[src/rtl/fetch_pkg.sv]
// Shared definitions for the instruction fetch controller.
//   fetch_state_e : controller state encoding (2 bits)
//   DEF_*         : default widths, latency, buffer depth and reset PC
//   cnt_width()   : bits needed to hold a count of 0..n
package fetch_pkg;

    typedef enum logic [1:0] {
        S_IDLE   = 2'd0,
        S_RUN    = 2'd1,
        S_DRAIN  = 2'd2,
        S_HALTED = 2'd3
    } fetch_state_e;

    localparam int          DEF_ADDR_W    = 32;
    localparam int          DEF_DATA_W    = 32;
    localparam int          DEF_MEM_LAT   = 2;
    localparam int          DEF_PC_STEP   = 1;
    localparam int          DEF_BUF_DEPTH = 4;
    localparam logic [31:0] DEF_RESET_PC  = 32'h0000_0000;

    function automatic int cnt_width(input int n);
        return $clog2(n + 1);
    endfunction

endpackage

[src/rtl/fetch_controller_if.sv]
// Instruction-memory and decode-side bus of the fetch controller.
//   imem_pc    : word address presented to instruction memory
//   imem_rdata : word for the address presented MEM_LAT cycles earlier
//   ins_valid / ins_ready : decode handshake
//   ins_data / ins_pc     : instruction at the buffer head and its PC
// master = fetch controller, slave = memory/decode side.
interface fetch_controller_if
    import fetch_pkg::*;
#(
    parameter int ADDR_W = DEF_ADDR_W,
    parameter int DATA_W = DEF_DATA_W
);
    logic [ADDR_W-1:0] imem_pc;
    logic [DATA_W-1:0] imem_rdata;
    logic              ins_valid;
    logic              ins_ready;
    logic [DATA_W-1:0] ins_data;
    logic [ADDR_W-1:0] ins_pc;

    modport master (
        output imem_pc,
        input  imem_rdata,
        output ins_valid,
        input  ins_ready,
        output ins_data,
        output ins_pc
    );

    modport slave (
        input  imem_pc,
        output imem_rdata,
        input  ins_valid,
        output ins_ready,
        input  ins_data,
        input  ins_pc
    );
endinterface

[src/rtl/fetch_fifo.sv]
// Synchronous FIFO buffering returned instruction words for decode.
//   clk, rst  : clock, synchronous active-low reset
//   push_i    : write wdata_i (ignored when full unless popping)
//   pop_i     : drop the head entry (ignored when empty)
//   flush_i   : empty the FIFO; wins over a same-cycle push
//   rdata_o   : head entry (undefined when count_o == 0)
//   count_o   : registered occupancy
module fetch_fifo
    import fetch_pkg::*;
#(
    parameter  int WIDTH = DEF_DATA_W + DEF_ADDR_W,
    parameter  int DEPTH = DEF_BUF_DEPTH,
    localparam int PTR_W = (DEPTH > 1) ? $clog2(DEPTH) : 1,
    localparam int CNT_W = cnt_width(DEPTH)
) (
    input  logic             clk,
    input  logic             rst,
    input  logic             push_i,
    input  logic             pop_i,
    input  logic             flush_i,
    input  logic [WIDTH-1:0] wdata_i,
    output logic [WIDTH-1:0] rdata_o,
    output logic [CNT_W-1:0] count_o
);

    logic [WIDTH-1:0] mem_q [DEPTH];
    logic [PTR_W-1:0] rd_q, wr_q;
    logic [CNT_W-1:0] cnt_q;
    logic             do_push, do_pop;

    function automatic logic [PTR_W-1:0] ptr_inc(input logic [PTR_W-1:0] p);
        return (p == PTR_W'(DEPTH - 1)) ? '0 : p + PTR_W'(1);
    endfunction

    assign do_pop  = pop_i && (cnt_q != '0);
    assign do_push = push_i && ((cnt_q != CNT_W'(DEPTH)) || do_pop);

    always_ff @(posedge clk) begin
        if (!rst || flush_i) begin
            rd_q  <= '0;
            wr_q  <= '0;
            cnt_q <= '0;
        end else begin
            if (do_push) wr_q <= ptr_inc(wr_q);
            if (do_pop)  rd_q <= ptr_inc(rd_q);
            cnt_q <= cnt_q + CNT_W'(do_push) - CNT_W'(do_pop);
        end
    end

    // Storage is not reset; the occupancy count qualifies every read.
    always_ff @(posedge clk) begin
        if (rst && do_push && !flush_i) mem_q[wr_q] <= wdata_i;
    end

    assign rdata_o = mem_q[rd_q];
    assign count_o = cnt_q;

endmodule

[src/rtl/fetch_controller.sv]
// Instruction fetch controller: owns the PC, issues one word fetch per cycle
// into a MEM_LAT-deep memory pipeline, buffers returned words in a FIFO and
// hands them to decode over a valid/ready handshake. Redirects squash all
// wrong-path words in flight and buffered.
//   clk, rst                   : clock, synchronous active-low reset
//   start, halt                : run control
//   redirect_valid/redirect_pc : branch/jump target load
//   busy                       : state is RUN or DRAIN
//   bus (master)               : imem_* and ins_* signals
//
// state   | meaning
// IDLE    | after reset, waiting for start, redirects ignored
// RUN     | issuing fetches while credit allows
// DRAIN   | no new issue, waiting for in-flight and buffered words to leave
// HALTED  | stopped, pc kept; start resumes from it
module fetch_controller
    import fetch_pkg::*;
#(
    parameter int                ADDR_W    = DEF_ADDR_W,
    parameter int                DATA_W    = DEF_DATA_W,
    parameter int                MEM_LAT   = DEF_MEM_LAT,
    parameter int                PC_STEP   = DEF_PC_STEP,
    parameter int                BUF_DEPTH = DEF_BUF_DEPTH,
    parameter logic [ADDR_W-1:0] RESET_PC  = ADDR_W'(DEF_RESET_PC)
) (
    input  logic              clk,
    input  logic              rst,
    input  logic              start,
    input  logic              halt,
    input  logic              redirect_valid,
    input  logic [ADDR_W-1:0] redirect_pc,
    output logic              busy,
    fetch_controller_if.master bus
);

    localparam int CNT_W = cnt_width(BUF_DEPTH);
    localparam int ENT_W = DATA_W + ADDR_W;

    fetch_state_e      state_q;
    logic              busy_q;
    logic [ADDR_W-1:0] pc_q, pc_d;
    logic [MEM_LAT-1:0] pv_q;
    logic [ADDR_W-1:0] ppc_q [MEM_LAT];
    logic [CNT_W-1:0]  inflight_q, inflight_d;
    logic [CNT_W-1:0]  fifo_cnt;
    logic [ENT_W-1:0]  head;
    logic              redir, credit_ok, issue, ret_valid, ins_valid, pop;

    assign redir     = redirect_valid && (state_q != S_IDLE);
    // Words in flight plus words buffered never exceed the FIFO depth.
    assign credit_ok = ({1'b0, inflight_q} + {1'b0, fifo_cnt}) < (CNT_W + 1)'(BUF_DEPTH);
    assign issue     = (state_q == S_RUN) && credit_ok && !redir;
    assign ret_valid = pv_q[MEM_LAT-1];
    assign ins_valid = (fifo_cnt != '0);
    assign pop       = ins_valid && bus.ins_ready;

    always_ff @(posedge clk) begin
        if (!rst) begin
            state_q <= S_IDLE;
            busy_q  <= 1'b0;
        end else begin
            case (state_q)
                S_IDLE: if (start) begin
                    state_q <= S_RUN;
                    busy_q  <= 1'b1;
                end
                S_RUN: if (halt) state_q <= S_DRAIN;
                S_DRAIN: if (redir || (inflight_q == '0 && fifo_cnt == '0)) begin
                    state_q <= S_HALTED;
                    busy_q  <= 1'b0;
                end
                S_HALTED: if (start) begin
                    state_q <= S_RUN;
                    busy_q  <= 1'b1;
                end
                default: begin
                    state_q <= S_IDLE;
                    busy_q  <= 1'b0;
                end
            endcase
        end
    end

    always_comb begin
        pc_d       = pc_q;
        inflight_d = inflight_q + CNT_W'(issue) - CNT_W'(ret_valid);
        if (redir) begin
            pc_d       = redirect_pc;
            inflight_d = '0;
        end else if (issue) begin
            pc_d = pc_q + ADDR_W'(PC_STEP);
        end
    end

    // Stage k of the shift pipe holds the fetch issued k+1 cycles ago.
    always_ff @(posedge clk) begin
        if (!rst) begin
            pc_q       <= RESET_PC;
            inflight_q <= '0;
            pv_q       <= '0;
            for (int k = 0; k < MEM_LAT; k++) ppc_q[k] <= '0;
        end else begin
            pc_q       <= pc_d;
            inflight_q <= inflight_d;
            pv_q[0]    <= issue;
            ppc_q[0]   <= pc_q;
            for (int k = 1; k < MEM_LAT; k++) begin
                pv_q[k]  <= pv_q[k-1];
                ppc_q[k] <= ppc_q[k-1];
            end
            if (redir) pv_q <= '0;
        end
    end

    fetch_fifo #(
        .WIDTH (ENT_W),
        .DEPTH (BUF_DEPTH)
    ) u_fifo (
        .clk     (clk),
        .rst     (rst),
        .push_i  (ret_valid),
        .pop_i   (pop),
        .flush_i (redir),
        .wdata_i ({bus.imem_rdata, ppc_q[MEM_LAT-1]}),
        .rdata_o (head),
        .count_o (fifo_cnt)
    );

    assign bus.imem_pc   = pc_q;
    assign bus.ins_valid = ins_valid;
    assign bus.ins_data  = ins_valid ? head[ENT_W-1 -: DATA_W] : '0;
    assign bus.ins_pc    = ins_valid ? head[ADDR_W-1:0] : '0;
    assign busy          = busy_q;

endmodule
[src/flat_wrapper.sv]
// flat-port wrapper written by rule: the top's interface ports become plain ports
module fetch_controller_flat import fetch_pkg::*;
#(
    parameter int                ADDR_W    = DEF_ADDR_W,
    parameter int                DATA_W    = DEF_DATA_W,
    parameter int                MEM_LAT   = DEF_MEM_LAT,
    parameter int                PC_STEP   = DEF_PC_STEP,
    parameter int                BUF_DEPTH = DEF_BUF_DEPTH,
    parameter logic [ADDR_W-1:0] RESET_PC  = ADDR_W'(DEF_RESET_PC)
)
  (clk, rst, start, halt, redirect_valid, redirect_pc, busy, bus_imem_pc, bus_imem_rdata, bus_ins_valid, bus_ins_ready, bus_ins_data, bus_ins_pc);
  fetch_controller_if #(.ADDR_W(ADDR_W), .DATA_W(DATA_W)) bus_i ();
  input  logic clk;
  input  logic rst;
  input  logic start;
  input  logic halt;
  input  logic redirect_valid;
  input  logic [ADDR_W-1:0] redirect_pc;
  output logic busy;
  output wire logic [$bits(bus_i.imem_pc)-1:0] bus_imem_pc;
  input wire logic [$bits(bus_i.imem_rdata)-1:0] bus_imem_rdata;
  output wire logic [$bits(bus_i.ins_valid)-1:0] bus_ins_valid;
  input wire logic [$bits(bus_i.ins_ready)-1:0] bus_ins_ready;
  output wire logic [$bits(bus_i.ins_data)-1:0] bus_ins_data;
  output wire logic [$bits(bus_i.ins_pc)-1:0] bus_ins_pc;
  assign bus_imem_pc = bus_i.imem_pc;
  assign bus_i.imem_rdata = bus_imem_rdata;
  assign bus_ins_valid = bus_i.ins_valid;
  assign bus_i.ins_ready = bus_ins_ready;
  assign bus_ins_data = bus_i.ins_data;
  assign bus_ins_pc = bus_i.ins_pc;
  fetch_controller #(.ADDR_W(ADDR_W), .DATA_W(DATA_W), .MEM_LAT(MEM_LAT), .PC_STEP(PC_STEP), .BUF_DEPTH(BUF_DEPTH), .RESET_PC(RESET_PC)) u_core (.clk(clk), .rst(rst), .start(start), .halt(halt), .redirect_valid(redirect_valid), .redirect_pc(redirect_pc), .busy(busy), .bus(bus_i));
endmodule
[config.mk]
export PLATFORM = sky130hd
export DESIGN_NAME = fetch_controller_flat
export DESIGN_NICKNAME = d
export VERILOG_FILES = /design/src/rtl/fetch_pkg.sv /design/src/rtl/fetch_controller_if.sv /design/src/rtl/fetch_fifo.sv /design/src/rtl/fetch_controller.sv /design/src/flat_wrapper.sv
export SDC_FILE = /design/constraint.sdc
export NUM_CORES = 1
export LEC_CHECK = 0
export BUFFER_PORTS_ARGS = -buffer_cell sky130_fd_sc_hd__buf_2
export CORE_ASPECT_RATIO = 0.75
export CORE_UTILIZATION = 55
export DETAILED_ROUTE_END_ITERATION = 10
export PLACE_DENSITY_LB_ADDON = 0.05
export SYNTH_ARGS = -nofsm -noshare
export SYNTH_HDL_FRONTEND = slang
export SYNTH_HIERARCHICAL = 1
export SYNTH_SLANG_ARGS = --single-unit
[constraint.sdc]
create_clock -name clk -period 8.6 [get_ports clk]
set_input_delay 1.72 -clock clk [delete_from_list [all_inputs] [get_ports clk]]
set_output_delay 1.72 -clock clk [all_outputs]
set_load 0.02 [all_outputs]
==> out/qor.yml, run 1 <==
run_status:
  status: "finished, final reports clean"
detailed_routing:
  wirelength_mm: 26.81
  dr.pass1.iters: 4
  wl_per_cell_um: 19.27
  ant_nets: 0
  drt_iter0_markers: 431
  drc: 0
  viasPerCell: 5.480
  via_count: 7622
timing:
  tns_ps: 0
  min_period_over_period_pct: 53.66
  period_needed_ps: 4615
  timing.fmax_ghz: 0.2167
  slew_viol_final: 0
  finalSetupViolCount: 0
  worst_slack_ps: 3985
  rsz0062_at_grt: "no"
  finalHoldViolations: 0
  slew_headroom_pct: 29.29
  worstMarginPinSlew_ps: 1061
  finClkSkew_ps: 14.01
die:
  io_pins: 168
  core-area_um2: 25020
  rows: 50
  fp.dieH_um: 140.5
  die-area_um2: 26230
  initial_core_util_pct: 56.22
  die_w_um: 186.7
critical_path:
  path_class: "reg2out"
  arrival_ps: 2900
  worstSetupStartpointType: "register"
  endpoint_kind: "primary output"
  cp_cell_sequence: "buf_4, mux4_2, and2_1, buf_2"
  max_stage_delay_ps: 780
  rr_startpoint: "u_core/u_fifo/count_o[1]$_SDFF_PP0_"
  critPathMaxFanout: 34
  cp_slowest_cell: "dfxtp_4"
  required_ps: 6880
yosys:
  synth.avg_cell_area_um2: 16.36
  synthesis.instances: 860
  yosysSeqAreaShare_pct: 70.73
  synth_top_area_share_pct: 54.65
  synth_nets: 947
  syn_area_um2: 14070
  synth-edff-count: 256
  synth-async-reset-ratio_pct: 0
  yosysMostFrequentCell: "edfxtp_1"
  yosys.area.top_type: "edfxtp_1"
  yosys_most_used_dff: "edfxtp_1"
  yosys-top-cells-count: "edfxtp_1 (256), and2_1 (132), dfxtp_1 (113), mux4_2 (64), clkbuf_1 (31)"
  yosys-top-cells-area: "edfxtp_1 (55%), dfxtp_1 (16%), mux4_2 (10%)"
  ys_seq_elements: 369
  ys_warn_count: 6
  ys_types: 44
global_routing:
  grt_pass1_wl_mm: 42.66
  grt_usage_pct: 21.08
  grt_pass1_vias: 7551
  grt_use_met3_pct: 3.758
  grt_start_max_net_pins: 99
  met1_usage_pct: 31.20
  grtUsageMet2_pct: 32.84
  gr-total-overflow: 0
  grt-busiest-layer: "met2"
  antenna_found_initial: 0
clocking:
  root_buffer: "clkbuf_16"
  cts_tree: "built"
  cts_hold_buf: 0
  cts_max_path_buffers: 3
  insertion_delay_ps: 510
  clkSinkCount: 369
  numCtsBuffers: 36
  cts_setup_buffers: 0
  path_clk_slew_ps: 60
  htreeDepth: 2
  cts_resized: 0
place:
  portBuffers: 167
  dp_cells: 1327
  preCtsSetupSlack_ps: 3841
  dp_hpwl_mm: 15.81
  routabilityCongestion: 0.8320
flow_run:
  max_cap_viol_count: 0
power_and_ir_drop:
  power.leakage_nw: 6.036
  power_density_nw_per_um2: 251.6
  max-vdd-ir-drop_mv: 0.1573
final_layout:
  final_cells: 1391
  layout-drive-gt1-share_pct: 29.44
  nets: 1114
  area_delta_synth_final_pct: 16.80
  n_antenna_cell: 0
  nFillCells: 1866
min_path:
  holdCritStartpoint: "u_core/ppc_q[0][23]$_SDFF_PN0_"
  min_path_type: "reg2reg"
## area by class of cell
class / instances / area, um2 / area share [%]
clock inverter: 13 / 168.9 / 1.028
inverter: 16 / 60.06 / 0.3655
multi-input combinational: 432 / 3899 / 23.73
timing repair buffer: 172 / 873.3 / 5.315
sequential: 369 / 9957 / 60.60
tap: 338 / 422.9 / 2.574
clock buffer: 51 / 1050 / 6.389
## state kept, by name (all words and copies together) (netlist names), named ones only
name                   count
u_core/bus.imem_pc        32
u_core/busy                1
u_core/inflight_q          3
u_core/ppc_q              64
u_core/pv_q                2
u_core/state_q             2
u_core/u_fifo/count_o      3
u_core/u_fifo/mem_q      256
u_core/u_fifo/rd_q         2
u_core/u_fifo/wr_q         2
## through the flow
stage               instance area, um2  util [%]  power [W]  hold WS, ps
floorplan                        14070         -   0.002404        411.9
global placement                 15210     60.79   0.002574        415.2
detailed placement               15210     60.79   0.002581        418.3
CTS                              16430     65.66   0.004178        430.0
global route                     16430     65.66   0.004302        440.4
finish                           16430     65.66   0.004134        430.9
## power breakdown
part           switching [W]  total [W]  internal, W  leakage, nW
registers           0.000103    0.00210      0.00200         3.27
logic               0.000267   0.000437     0.000169         2.17
clock network       0.000621    0.00159     0.000972        0.596
total               0.000992    0.00413      0.00314         6.04
## routing by layer
| metal | vias up | share of wire [%] |
|---|---|---|
| met5 | - | 0 |
| met4 | 0 | 1.2 |
| met3 | 32 | 4.9 |
| met2 | 184 | 47 |
| met1 | 3829 | 47 |
| li1 | 3577 | - |
## layout by cell type (no fill, tap or decap), types with 14 or more instances in the layout
master / count
o21ai_0: 27
and2_1: 132
dfxtp_1: 111
nor2_1: 20
clkbuf_16: 38
buf_2: 167
nand3_1: 22
edfxtp_1: 256
nand4_1: 15
nand2_1: 19
a21oi_1: 21
mux4_2: 64
xor2_1: 22
ha_1: 15
inv_1: 14
## worst paths after layout
kind / endpoint / slack (ps) / cells past startpoint
max reg2reg: u_core/u_fifo/count_o[2]$_SDFF_PP0_ / 4950 / 13
min reg2reg: u_core/ppc_q[0][55]$_SDFF_PN0_ / 430 / 1
min: u_core/ppc_q[0][55]$_SDFF_PN0_ / 430 / 1
max: bus_ins_pc[10] / 3980 / 4
## critical path: cells and delay by family (launching register included)
kind                   cells  cell delay [ps]
DFF                        1              780
muxes                      1              590
buffers and inverters      2              830
and+or+nand+nor            1              170
## cells by family (layout without fill, tap and decap cells)
logic type	after synthesis	count (layout)	synth area share [%]
AO/OA/AOI/OAI	70	70	2.935
XOR/XNOR	28	28	1.743
adder cells (fa/ha/maj)	17	17	1.619
buffers and inverters	59	252	1.708
flip-flops	369	369	70.73
multiplexers	66	66	10.39
AND/OR/NAND/NOR	251	251	10.88
Note: power is estimated with default switching activity, not from simulation.
==> run 2: changes to the inputs <==
ABC_AREA = 1   (was not set)
CORE_UTILIZATION = 53   (was 55)
clock period = 4 ns   (was 8.6 ns; I/O delays follow)
==> run 2 against run 1 <==
- die area is 11% higher
- critical path depth is 3 higher
- highest routed layer unchanged
- critical endpoint is now bus_ins_pc[4]
- largest power group unchanged
- combinational power is 150% higher
==> out/qor.yml, run 2 <==
yosys:
  synth_nets: 1557  # +64%
  synth-edff-count: 256  # unchanged
  synth-async-reset-ratio_pct: 0  # unchanged
  syn_area_um2: 15110  # +7.4%
  synthXorXnorAreaFrac_pct: 0.4636  # -1.3 points
  ys_types: 38  # -14%
  synth_compound_area_share_pct: 9.123  # +6.2 points
  ys_warn_count: 6  # unchanged
  synth_top_family_by_area: "simple AND/OR/NAND/NOR gates"
  synthesis.instances: 1470  # +71%
  synth_fa_ha_area_share_pct: 1.507  # -0.11 points
  synth_mux_area_share_pct: 0  # -10 points
  yosysMostFrequentCell: "edfxtp_1"
  yosys-top-cells-area: "edfxtp_1 (51%), dfxtp_1 (15%), nor2_1 (6.1%)"
  synth.avg_cell_area_um2: 10.28  # -37%
  yosys_most_used_dff: "edfxtp_1"
  synth_top_area_share_pct: 50.86  # -3.8 points
  yosys.area.top_type: "edfxtp_1"
  yosysSeqAreaShare_pct: 65.83  # -4.9 points
  yosys-top-cells-count: "edfxtp_1 (256), nor2_1 (247), inv_1 (214), nand2_1 (193), dfxtp_1 (113)"
  synth_simple_gate_area_share_pct: 15.00  # +4.1 points
  ys_seq_elements: 369  # unchanged
detailed_routing:
  ant_nets: 0  # unchanged
  drt_iter0_markers: 602  # +40%
  viasPerCell: 5.061  # -7.6%
  via_count: 10310  # +35%
  wl_per_cell_um: 15.61  # -19%
  wirelength_mm: 31.80  # +19%
  drc: 0  # unchanged
  dr.pass1.iters: 7  # +3
min_path:
  min_path_type: "reg2reg"
  holdCritStartpoint: "u_core/ppc_q[0][24]$_SDFF_PN0_"
die:
  rows: 53  # +6.0%
  die-area_um2: 29200  # +11%
  fp.dieH_um: 148.3  # +5.5%
  core-area_um2: 28050  # +12%
  die_w_um: 197.0  # +5.5%
  initial_core_util_pct: 53.88  # -2.3 points
  io_pins: 168  # unchanged
clocking:
  clkSinkCount: 369  # unchanged
  path_clk_slew_ps: 60  # about the same
  cts_tree: "built"
  cts_setup_buffers: 0  # unchanged
  root_buffer: "clkbuf_16"
  cts_resized: 0  # unchanged
  insertion_delay_ps: 510  # about the same
  htreeDepth: 2  # unchanged
  cts_max_path_buffers: 3  # unchanged
  cts_hold_buf: 0  # unchanged
  numCtsBuffers: 36  # unchanged
critical_path:
  endpoint_kind: "primary output"
  worstSetupStartpointType: "register"
  critPathMaxFanout: 59  # +74%
  arrival_ps: 2520  # -380 ps
  required_ps: 3200  # -3680 ps
  rr_startpoint: "u_core/u_fifo/count_o[1]$_SDFF_PP0_"
  path_class: "reg2out"
timing:
  timing.fmax_ghz: 0.3009
  finalSetupViolCount: 0  # unchanged
  worst_slack_ps: 676.3  # -3309 ps
  whs_ps: 409.7  # -21.18 ps
  rsz0062_at_grt: "no"
  finalHoldViolations: 0  # unchanged
  worstMarginPinSlew_ps: 801.7  # -258.9 ps
  period_needed_ps: 3324
  slew_headroom_pct: 46.55  # +17 points
  min_period_over_period_pct: 83.09
  tns_ps: 0  # unchanged
  finClkSkew_ps: 16.42  # +2.411 ps
  slew_viol_final: 0  # unchanged
power_and_ir_drop:
  p_total_w: 0.008966  # +120%
  power_density_nw_per_um2: 513.3  # +100%
  power.leakage_nw: 7.481  # +24%
  max-vdd-ir-drop_mv: 0.3975  # +150%
global_routing:
  gr-total-overflow: 0  # unchanged
  grt_pass1_wl_mm: 49.89  # +17%
  grt_start_max_net_pins: 81  # -18%
  grt_pass1_vias: 9451  # +25%
  grt_usage_pct: 21.77  # +0.69 points
  antenna_found_initial: 0  # unchanged
final_layout:
  n_antenna_cell: 0  # unchanged
  area_delta_synth_final_pct: 15.56
  layout.cells.most_common_list: "edfxtp_1 (256), nor2_1 (243), inv_1 (214)"
  layout-drive-gt1-share_pct: 16.71  # -13 points
  largest-register: "u_core/u_fifo/mem_q"
  nFillCells: 2344  # +26%
  final_common_cell: "edfxtp_1"
  nets: 1714  # +54%
  final_cells: 2037  # +46%
  largest_reg_flops: 256  # unchanged
place:
  preCtsSetupSlack_ps: 1029  # -2812 ps
  portBuffers: 167  # unchanged
  dp_hpwl_mm: 19.57  # +24%
  dp_cells: 1974  # +49%
  routabilityCongestion: 0.8562  # +2.9%
run_status:
  status: "finished, final reports clean"
flow_run:
  max_cap_viol_count: 0  # unchanged
-- run 2: cell types whose count changed after synthesis, sizes merged, moves of 36 or more --
cell   delta
inv     +202
and2    -132
mux4     -64
o22ai    +64
nor2    +239
nand2   +178
nand3    +36
o21ai   +127
-- run 2: power breakdown --
part | internal, W | switching, W | total (W)
sequential | 0.00428 | 0.000216 | 0.00450
combinational | 0.000358 | 0.000736 | 0.00109
clock | 0.00200 | 0.00138 | 0.00337
-- run 2: cell type report --
cell class | count | area [um2] | share of cell area, %
multi-input combinational | 815 | 3979 | 22.78
inverter | 218 | 820.8 | 4.699
tap | 385 | 481.7 | 2.758
timing repair buffer | 187 | 1049 | 6.003
sequential | 369 | 9955 | 56.99
clock inverter | 17 | 202.7 | 1.160
clock buffer | 46 | 979.7 | 5.609
-- run 2: through the flow --
step	utilization, %	cell area, um2
finish	62.27	17470
global route	62.27	17470
CTS	62.27	17470
detailed placement	58.05	16280
global placement	58.05	16280
floorplan	-	15110
-- run 2: worst max-delay path, stage by stage (launching register included) --
cell     delay (ps)
dfxtp_4         530
inv_4           560
buf_4           330
nor2_1           60
o22ai_1         180
inv_1            70
nor2_1           90
buf_2           180
-- run 2: worst paths after layout --
kind	end	slack, ps	depth (start not counted)
max	bus_ins_pc[4]	680	7
min	u_core/ppc_q[0][56]$_SDFF_PN0_	410	2
max reg2reg	u_core/inflight_q[2]$_SDFF_PP0_	1240	11
min reg2reg	u_core/ppc_q[0][56]$_SDFF_PN0_	410	2
-- run 2: logic make-up (layout without fill, tap and decap cells) --
| kind of cell | count (synthesis) | count (layout) |
|---|---|---|
| adder cells (fa/ha/maj) | 17 | 17 |
| buffers and inverters | 286 | 468 |
| AO/OA/AOI/OAI | 252 | 252 |
| flip-flops | 369 | 369 |
| AND/OR/NAND/NOR | 538 | 538 |
| XOR/XNOR | 8 | 8 |
-- run 2: per-layer routing --
metal	vias up	global-route usage (%)	wire (um)
met1	4773	32.44	15670
met4	0	5.775	573
met5	-	0	0
met3	48	2.993	1804
li1	5189	-	-
met2	300	33.67	13750
